## config.mk

```make
export PLATFORM = sky130hd
export DESIGN_NAME = rv32m_div_unit
export DESIGN_NICKNAME = d
export VERILOG_FILES = /design/src/rtl/rv32m_pkg.sv /design/src/rtl/rv32m_div_unit.sv
export SDC_FILE = /design/constraint.sdc
export NUM_CORES = 1
export LEC_CHECK = 0
export BUFFER_PORTS_ARGS = -buffer_cell sky130_fd_sc_hd__buf_2
export CORE_MARGIN = 8
export CORE_UTILIZATION = 45
export DETAILED_ROUTE_END_ITERATION = 6
export GPL_TIMING_DRIVEN = 0
export MAX_ROUTING_LAYER = met4
export PLACE_DENSITY = 0.66
export SYNTH_ARGS = -nofsm -noshare
export SYNTH_HDL_FRONTEND = slang
export SYNTH_SLANG_ARGS = --single-unit
```

## constraint.sdc

```tcl
create_clock -name i_clk -period 6.7 [get_ports i_clk]
set_input_delay 0.67 -clock i_clk [delete_from_list [all_inputs] [get_ports i_clk]]
set_output_delay 0.67 -clock i_clk [all_outputs]
set_load 0.05 [all_outputs]
```

## src/rtl/rv32m_pkg.sv

```systemverilog
`default_nettype none
// +----------------------------------------------------------------------------+
// | Module      : rv32m_pkg                                                    |
// | Description : Shared RV32M constants: funct3 codes, divider FSM states and |
// |               architecturally defined special divide results.             |
// | Revision    : 1.0 - initial release                                        |
// +----------------------------------------------------------------------------+
package rv32m_pkg;

    localparam logic [2:0] F3_DIV  = 3'b100;
    localparam logic [2:0] F3_DIVU = 3'b101;
    localparam logic [2:0] F3_REM  = 3'b110;
    localparam logic [2:0] F3_REMU = 3'b111;

    typedef enum logic [1:0] {
        ST_IDLE = 2'd0,
        ST_CALC = 2'd1,
        ST_FIX  = 2'd2,
        ST_DONE = 2'd3
    } div_state_t;

    localparam logic [31:0] C_ALL_ONES = 32'hFFFF_FFFF;
    localparam logic [31:0] C_INT_MIN  = 32'h8000_0000;

endpackage : rv32m_pkg
`default_nettype wire

```

## src/rtl/rv32m_div_unit.sv

```systemverilog
`default_nettype none
// +----------------------------------------------------------------------------+
// | Module      : rv32m_div_unit                                               |
// | Description : Iterative radix-2 restoring divider for DIV/DIVU/REM/REMU,   |
// |               stalling the pipeline through o_busy while in flight.       |
// | Revision    : 1.0 - initial release                                        |
// +----------------------------------------------------------------------------+
module rv32m_div_unit
    import rv32m_pkg::*;
#(
    parameter int WIDTH = 32,
    parameter int CNT_W = 5
) (
    input  logic             i_clk,
    input  logic             i_rst_n,
    input  logic             i_start,
    input  logic             i_kill,
    input  logic [2:0]       i_funct3,
    input  logic [WIDTH-1:0] i_operand_a,
    input  logic [WIDTH-1:0] i_operand_b,
    input  logic [4:0]       i_rd_in,
    output logic [WIDTH-1:0] o_result,
    output logic [4:0]       o_rd_out,
    output logic             o_done,
    output logic             o_busy
);

    div_state_t       r_state;
    logic [CNT_W-1:0] r_cnt;
    logic [WIDTH:0]   r_rem;
    logic [WIDTH-1:0] r_quot;
    logic [WIDTH-1:0] r_divisor;
    logic [WIDTH-1:0] r_result;
    logic [4:0]       r_rd;
    logic             r_done;
    logic             r_sel_rem;
    logic             r_neg_q;
    logic             r_neg_r;

    logic             w_idle_or_done;
    logic             w_accept;
    logic             w_signed;
    logic [WIDTH-1:0] w_abs_a;
    logic [WIDTH-1:0] w_abs_b;
    logic             w_div_zero;
    logic             w_overflow;
    logic [WIDTH:0]   w_shift;
    logic [WIDTH:0]   w_diff;
    logic             w_ge;
    logic [WIDTH-1:0] w_quot_fix;
    logic [WIDTH-1:0] w_rem_fix;
    logic [1:0]       w_unused;

    assign w_idle_or_done = (r_state == ST_IDLE) || (r_state == ST_DONE);
    assign w_accept       = i_start && w_idle_or_done;
    assign w_signed       = ~i_funct3[0];

    assign w_abs_a = (w_signed && i_operand_a[WIDTH-1]) ? -i_operand_a : i_operand_a;
    assign w_abs_b = (w_signed && i_operand_b[WIDTH-1]) ? -i_operand_b : i_operand_b;

    assign w_div_zero = (i_operand_b == '0);
    assign w_overflow = w_signed && (i_operand_a == C_INT_MIN) && (i_operand_b == C_ALL_ONES);

    // Dividend bits leave the top of r_quot and enter the partial remainder.
    assign w_shift = {r_rem[WIDTH-1:0], r_quot[WIDTH-1]};
    assign w_ge    = (w_shift >= {1'b0, r_divisor});
    assign w_diff  = w_shift - {1'b0, r_divisor};

    assign w_quot_fix = r_neg_q ? -r_quot : r_quot;
    assign w_rem_fix  = r_neg_r ? -r_rem[WIDTH-1:0] : r_rem[WIDTH-1:0];

    // The remainder MSB is always cleared after a restoring step.
    assign w_unused = {i_funct3[2], r_rem[WIDTH]};

    always_ff @(posedge i_clk) begin
        if (!i_rst_n) begin
            r_state   <= ST_IDLE;
            r_cnt     <= '0;
            r_rem     <= '0;
            r_quot    <= '0;
            r_divisor <= '0;
            r_result  <= '0;
            r_rd      <= '0;
            r_done    <= 1'b0;
            r_sel_rem <= 1'b0;
            r_neg_q   <= 1'b0;
            r_neg_r   <= 1'b0;
        end else if (i_kill) begin
            r_state <= ST_IDLE;
            r_done  <= 1'b0;
        end else begin
            case (r_state)
                ST_IDLE, ST_DONE: begin
                    r_done <= 1'b0;
                    if (w_accept) begin
                        r_rd      <= i_rd_in;
                        r_sel_rem <= i_funct3[1];
                        r_neg_q   <= w_signed && (i_operand_a[WIDTH-1] ^ i_operand_b[WIDTH-1]);
                        r_neg_r   <= w_signed && i_operand_a[WIDTH-1];
                        r_quot    <= w_abs_a;
                        r_divisor <= w_abs_b;
                        r_rem     <= '0;
                        if (w_div_zero) begin
                            r_result <= i_funct3[1] ? i_operand_a : C_ALL_ONES;
                            r_state  <= ST_DONE;
                            r_done   <= 1'b1;
                        end else if (w_overflow) begin
                            r_result <= i_funct3[1] ? '0 : C_INT_MIN;
                            r_state  <= ST_DONE;
                            r_done   <= 1'b1;
                        end else begin
                            r_cnt   <= CNT_W'(WIDTH - 1);
                            r_state <= ST_CALC;
                        end
                    end else begin
                        r_state <= ST_IDLE;
                    end
                end
                ST_CALC: begin
                    r_rem  <= w_ge ? w_diff : w_shift;
                    r_quot <= {r_quot[WIDTH-2:0], w_ge};
                    if (r_cnt == '0) begin
                        r_state <= ST_FIX;
                    end else begin
                        r_cnt <= r_cnt - 1'b1;
                    end
                end
                ST_FIX: begin
                    r_result <= r_sel_rem ? w_rem_fix : w_quot_fix;
                    r_state  <= ST_DONE;
                    r_done   <= 1'b1;
                end
                default: begin
                    r_state <= ST_IDLE;
                    r_done  <= 1'b0;
                end
            endcase
        end
    end

    assign o_busy   = (i_start && w_idle_or_done && !i_kill)
                    || (r_state == ST_CALC) || (r_state == ST_FIX);
    assign o_result = r_result;
    assign o_rd_out = r_rd;
    assign o_done   = r_done;

endmodule : rv32m_div_unit
`default_nettype wire
```

# Word level (Yosys, flattened, before mapping)

Cells that the tools add are included.

Register bits: 144
Output and inout port bits: 39
Logic and storage cells: 85

$lt $le $gt $ge: 1
Eq/ne operators: 11
Bitwise operators: 4
Add/subtract/negate cells: 6
Mux-type cells: 30
Reduce and logical (&&, ||, !) cells: 22

Operator list:

| kind                                                                | number |
|---|---|
| 32-bit 2-to-1 mux                                                   | 13 |
| 32-bit case mux with 2 select lines                                 | 3 |
| 32-bit negator                                                      | 4 |
| 32-bit equality test (second input constant)                        | 2 |
| 33-bit by 32-bit greater-or-equal comparator with 1-bit output      | 1 |
| 32-bit zero test                                                    | 1 |
| 32-bit subtractor                                                   | 1 |
| 5-bit 2-to-1 mux                                                    | 4 |
| 2-bit != test (second input constant)                               | 5 |
| 5-bit case mux with 2 select lines                                  | 1 |
| 2-bit 2-to-1 mux                                                    | 4 |
| 1-bit logical AND                                                   | 7 |
| 2-bit case mux with 3 select lines                                  | 1 |
| 3-bit AND reduction                                                 | 2 |
| 6-bit AND reduction                                                 | 1 |
| 5-bit zero test                                                     | 1 |
| 5-bit by 1-bit subtractor with 5-bit output (second input constant) | 1 |
| 2-bit equality test (second input constant)                         | 2 |
| 4-bit AND reduction                                                 | 1 |
| 2-bit nonzero test                                                  | 2 |
| 2-bit OR reduction                                                  | 2 |
| 1-bit logical OR                                                    | 3 |
| 1-bit 2-to-1 mux                                                    | 3 |
| 3-bit != test (second input constant)                               | 1 |
| 6 further kinds                                                     | 8 |

# Longest topological paths before layout

Depth in word-level cells: 7
Mapped depth: 14
Mapped depth without buffers: 13

# Least setup slack after synthesis

No wires, ideal clock.

Kind: register -> register
Start point: register r_quot[31]
End point: register r_rem[28]
Required time: 6.578 ns
Path buffers: 0
Setup time: 0.122 ns
Clock period less this slack: 2.826 ns
Arrival time: 2.704 ns
Cell stages (with the launch flop): 14
Slack: 3.874 ns
Cell sequence: dfxtp_1 inv_1 ha_1 inv_1 fa_1 a21o_1 a31o_2 nand2_1 a31oi_1 a2111oi_4 o21ai_1 a311oi_1 xor2_1 o21ai_1

Longest elaborated chain between the ends: 3

RTL lines:

| element                                                                                             | RTL line                                   | text |
|---|---|---|
| start: declaration                                                                                  | rv32m_div_unit.sv:31                       | `logic [WIDTH-1:0] r_quot;` |
| start signal: assignment                                                                            | rv32m_div_unit.sv:100                      | `r_quot <= w_abs_a;` |
| start signal: assignment                                                                            | rv32m_div_unit.sv:121                      | `r_quot <= {r_quot[WIDTH-2:0], w_ge};` |
| 32-bit subtractor or 33-bit by 32-bit greater-or-equal comparator with 1-bit output (tied branches) | rv32m_div_unit.sv:67, rv32m_div_unit.sv:66 |  |
| 32-bit 2-to-1 mux *                                                                                 | rv32m_div_unit.sv:120                      | `r_rem <= w_ge ? w_diff : w_shift;` |
| 32-bit case mux with 2 select lines *                                                               | rv32m_div_unit.sv:92                       | `case (r_state)` |
| end signal: assignment                                                                              | rv32m_div_unit.sv:120                      |  |
| end: declaration                                                                                    | rv32m_div_unit.sv:30                       | `logic [WIDTH:0] r_rem;` |

Mark *: on every way between the ends. The rest lies on a longest branch, timed or not.
A chain may end at the register's enable or synchronous reset.

# Worst setup path after layout

Start point: register r_state[1]
End point: output o_busy

Longest elaborated chain between the ends: 6

RTL lines:

| element                                                | RTL line              | text |
|---|---|---|
| start: declaration                                     | rv32m_div_unit.sv:28  | `div_state_t r_state;` |
| start signal: assignment                               | rv32m_div_unit.sv:77  | `r_state <= ST_IDLE;` |
| start signal: assignment                               | rv32m_div_unit.sv:89  | `r_state <= ST_IDLE;` |
| start signal: assignment                               | rv32m_div_unit.sv:105 | `r_state <= ST_DONE;` |
| 2-bit equality test or 2-bit zero test (tied branches) | rv32m_div_unit.sv:54  | `assign w_idle_or_done = (r_state == ST_IDLE) \|\| (r_state == ST_DONE);` |
| 1-bit logical OR                                       | rv32m_div_unit.sv:54  |  |
| 1-bit logical AND (2 in a row)                         | rv32m_div_unit.sv:141 | `assign o_busy = (i_start && w_idle_or_done && !i_kill)` |
| 1-bit logical OR                                       | rv32m_div_unit.sv:142 | `\|\| (r_state == ST_CALC) \|\| (r_state == ST_FIX);` |
| 1-bit logical OR *                                     | rv32m_div_unit.sv:142 |  |
| end: declaration                                       | rv32m_div_unit.sv:25  | `output logic o_busy` |

Marked as above.

==> metrics.md <==
| Metric | Value |
|---|---|
| Seq. cell area | `0.00288 mm2` |
| Adder and majority gate portion of the synthesized area | `5.06%` |
| Simple-gate portion of the synthesized area | `20.6%` |
| GRT Resource Usage Total | `24.1%` |
| Transition time at the pin with the least slew margin | `1.02 ns` |
| Buffers from clock root to sink, at most | `2` |
| Max-slew headroom at the worst pin | `31.1%` |
| Largest family of logic cells by synthesized area | `compound AO/OA/AOI/OAI gates` |
| Most used flip-flop cell after synthesis | `sky130_fd_sc_hd__dfxtp_1` |
| Share of the core filled with cells | `52.5%` |
| Number of H-tree levels | `4` |
| Routed vias/inst | `5.75` |
| Post-synthesis net count | `1575` |
| Final Hold Vio Count | `0` |
| Cells taking the most area after synthesis | `sky130_fd_sc_hd__dfxtp_1, sky130_fd_sc_hd__nand2_1, sky130_fd_sc_hd__xnor2_1, sky130_fd_sc_hd__o21ai_0, sky130_fd_sc_hd__xor2_1` |
| Most numerous cell in the Yosys netlist | `sky130_fd_sc_hd__nand2_1` |
| Required time of the critical path | `6.03 ns` |
| Final layout net count | `1707` |
| Clock latency on the worst-skew pair | `0.44 ns` |
| XOR/XNOR share of the synthesized area | `11.0%` |
| Sinks on the clock net | `144` |
| Biggest fanout along the worst timing path | `10` |
| Number of buffers added by the clock tree synthesis step | `17` |
| Area of the die | `0.0298 mm2` |
| Floorplan core area | `0.0242 mm2` |
| Clock power frac | `42.4%` |
| Number of buffers inserted by post-CTS setup repair | `0` |
| Standard-cell rows | `57` |
| Largest clock skew in the final design | `0.00763 ns` |
| Leakage power of the design | `5.60 nW` |
| Launching element type of the critical path | `register` |
| Sequential share of the synthesized area | `26.1%` |
| Cell chain of the critical path | `inv_1 > ha_1 > clkbuf_1 > clkbuf_1 > clkbuf_1 > or3_1 > buf_2` |
| Library cell with the largest summed area after synthesis | `sky130_fd_sc_hd__dfxtp_1` |
| Synthesized instance count | `1455` |
| Register-to-Register Path Depth | `12` |
| CTS root buf | `sky130_fd_sc_hd__clkbuf_16` |
| Critical Path Most Common Cell | `sky130_fd_sc_hd__clkbuf_1` |
| Post-route cell area | `0.0127 mm2` |
| Antenna Violating Nets Remaining | `0` |
| Die boundary height | `173 um` |
| Proportion of layout cells with a drive suffix above 1 | `11.8%` |
| Slowest Stage Delay on Critical Path | `0.58 ns` |
| Number of gates resized after CTS | `0` |
| Drt first pass iters | `7` |
| Power spent charging and discharging nets | `0.000783 W` |
| CTS tree | `built` |
| Highest-delay cell along the critical path | `sky130_fd_sc_hd__clkbuf_1` |
| Number of flip-flops and latches in the synthesized netlist | `144` |
| Iteration-0 DRC Markers | `881` |
| Hold crit path type | `reg2reg` |
| Number of synthesized flops with an enable pin | `0` |
| Largest net degree at the start of global routing | `17` |
| Max-capacitance violation count | `0` |
| Total wire length | `36.2 mm` |
| Final-report max-slew violation count | `0` |
| Top-level I/O count | `115` |
| Ant diodes | `0` |
| Register share of total power | `35.8%` |
| Fraction of synthesized area in multiplexers | `1.73%` |
| GR Overflow Total | `0` |
| Cell area after placement | `0.0120 mm2` |
| Total power | `0.00260 W` |
| Commonest cells post-synth | `sky130_fd_sc_hd__nand2_1, sky130_fd_sc_hd__dfxtp_1, sky130_fd_sc_hd__o21ai_0` |
| Avg Cell Area, Syn | `7.59 um2` |
| Min Tclk post-route | `3.70 ns` |
| Type of destination of the critical path | `output port` |
| Top cell type's share of synthesized area | `26.1%` |
| Number of I/O port buffers | `113` |
| Starting Density | `45.7%` |
| Setup violators final | `0` |
| Multi-input logic area | `0.00751 mm2` |
| Final TNS setup | `0 ns` |
| Comb pwr share | `21.8%` |
| Sw Share | `30.2%` |
| Hold Worst Slack | `0.446 ns` |
| Via count of the routed design | `11072` |
| Antenna violations before repair | `0` |
| Worst Setup Path Type | `reg2out` |
| Die Span X | `173 um` |
| Hold bufs inserted after CTS | `0` |
| Global-route wire length before repair | `57.0 mm` |
| Internal Dissipation | `0.00181 W` |
| Number of design rule violations left after detail routing | `0` |
| Fill cells | `2421` |
| Routability cong. | `0.971` |
| Area growth syn-to-layout | `14.9%` |
| Synth Area in Compound Gates | `29.6%` |
| Power density of the placed cells | `205 mW/mm2` |
| Portion of the clock cycle consumed by the worst path in the final layout | `55.3%` |
| Crit path arrival time | `3.03 ns` |
| Worst vdd rail ir drop | `0.175 mV` |
| WL per Instance | `18.8 um` |
| Via count of the first global-routing pass | `10643` |
| Netlist area before placement | `0.0110 mm2` |
| Clock transition time at the flip-flop clock pins of the worst setup and hold paths | `0.06 ns` |
| Warnings, synthesis | `0` |
| Count of unique library cells instantiated by Yosys | `78` |
| Setup repair after global routing missed its margin | `false` |
| Worst Hold Depth | `2` |
| Share of synthesized flip-flops with an asynchronous set or reset | `0%` |
| Fmax | `0.270 GHz` |
| Placed wire-length estimate | `28.6 mm` |
| Status | `finished clean` |
-- cell families (layout without fill, tap and decap cells) --
group,Yosys count,in the layout
multiplexers,19,19
flip-flops,144,144
AO/OA/AOI/OAI,478,478
AND/OR/NAND/NOR,476,476
XOR/XNOR,139,139
adder cells (fa/ha/maj),44,44
buffers and inverters,155,300
-- cell usage in the layout, fill, tap and decap left out, types with 7 or more instances in the layout --
cell type,netlist,layout
sky130_fd_sc_hd__xor2_1,62,62
sky130_fd_sc_hd__o211ai_1,26,26
sky130_fd_sc_hd__nor4_1,7,7
sky130_fd_sc_hd__or3_1,17,17
sky130_fd_sc_hd__o31ai_1,20,20
sky130_fd_sc_hd__o41ai_1,15,15
sky130_fd_sc_hd__a31oi_1,11,11
sky130_fd_sc_hd__a32oi_1,15,15
sky130_fd_sc_hd__o211a_1,42,42
sky130_fd_sc_hd__a21oi_1,77,77
sky130_fd_sc_hd__a21o_1,23,23
sky130_fd_sc_hd__nand2b_1,14,14
sky130_fd_sc_hd__xnor2_1,77,77
sky130_fd_sc_hd__nor2b_1,14,14
sky130_fd_sc_hd__o221ai_1,7,7
sky130_fd_sc_hd__ha_1,43,43
sky130_fd_sc_hd__nand4_1,16,16
sky130_fd_sc_hd__nand3_1,24,24
sky130_fd_sc_hd__and2_1,11,11
sky130_fd_sc_hd__mux2i_1,18,18
sky130_fd_sc_hd__inv_1,61,61
sky130_fd_sc_hd__nor3_1,22,22
sky130_fd_sc_hd__o21ai_0,129,129
sky130_fd_sc_hd__a21boi_0,38,38
sky130_fd_sc_hd__nand2_1,239,239
sky130_fd_sc_hd__and3_1,9,9
sky130_fd_sc_hd__clkbuf_16,0,17
sky130_fd_sc_hd__o21ai_1,21,21
sky130_fd_sc_hd__or4_1,16,16
sky130_fd_sc_hd__o22ai_1,8,8
sky130_fd_sc_hd__nor2_1,64,64
sky130_fd_sc_hd__clkbuf_1,71,72
sky130_fd_sc_hd__dfxtp_1,144,144
sky130_fd_sc_hd__buf_2,9,122
-- metal layers --
metal	share of wire, %	vias up	global-route usage, %
met5	0	-	-
li1	-	5493	-
met4	3.1	0	9.39
met3	5.1	74	3.22
met2	47	392	39.6
met1	45	5113	29.6
-- stage by stage --
step,worst slack (ns),instances
global route,2.96,1924
global placement,2.95,1892
detailed placement,2.94,1892
floorplan,3.87,1455
CTS,3.04,1924
finish,3.00,1924
-- critical path, delay by kind of cell, from the launching register on --
family | cells | cell delay [ns]
flip-flops | 1 | 0.34
buffers and inverters | 5 | 1.89
adder cells (fa/ha/maj) | 1 | 0.14
AND/OR/NAND/NOR | 1 | 0.22
-- final timing paths --
path | startpoint | to | slack [ns]
setup / recovery | r_state[1] | o_busy | 3.00
hold reg to reg | o_result[18] | o_result[18] | 0.45
setup reg to reg | r_rem[3] | r_rem[29] | 3.20
hold / removal | o_result[18] | o_result[18] | 0.45
-- layout make-up --
cell class | instances | share of cell area [%]
flip-flops and latches | 144 | 22.7
clock buffers | 23 | 3.93
inverters | 61 | 1.81
repair buffers | 113 | 4.46
clock inverters | 9 | 1.39
plain buffers | 94 | 3.29
multi-input cells | 1156 | 59.2
well taps | 324 | 3.20
-- power by group through the flow --
stage          sequential (W)  clock [W]  combinational [W]
2_1_floorplan        0.000944          0           0.000382
3_3_place_gp         0.000945          0           0.000550
3_5_place_dp         0.000946          0           0.000555
4_1_cts              0.000928    0.00111           0.000560
5_1_grt              0.000934    0.00114           0.000619
6_report             0.000929    0.00110           0.000565
-- flip-flops by register name, indices dropped and copies added, names as in the netlist, 2 cells and up --
register,flops
o_rd_out,5
o_result,32
r_cnt,5
r_divisor,32
r_quot,32
r_rem,32
r_state,2
Power figures use the tool's default switching activity.
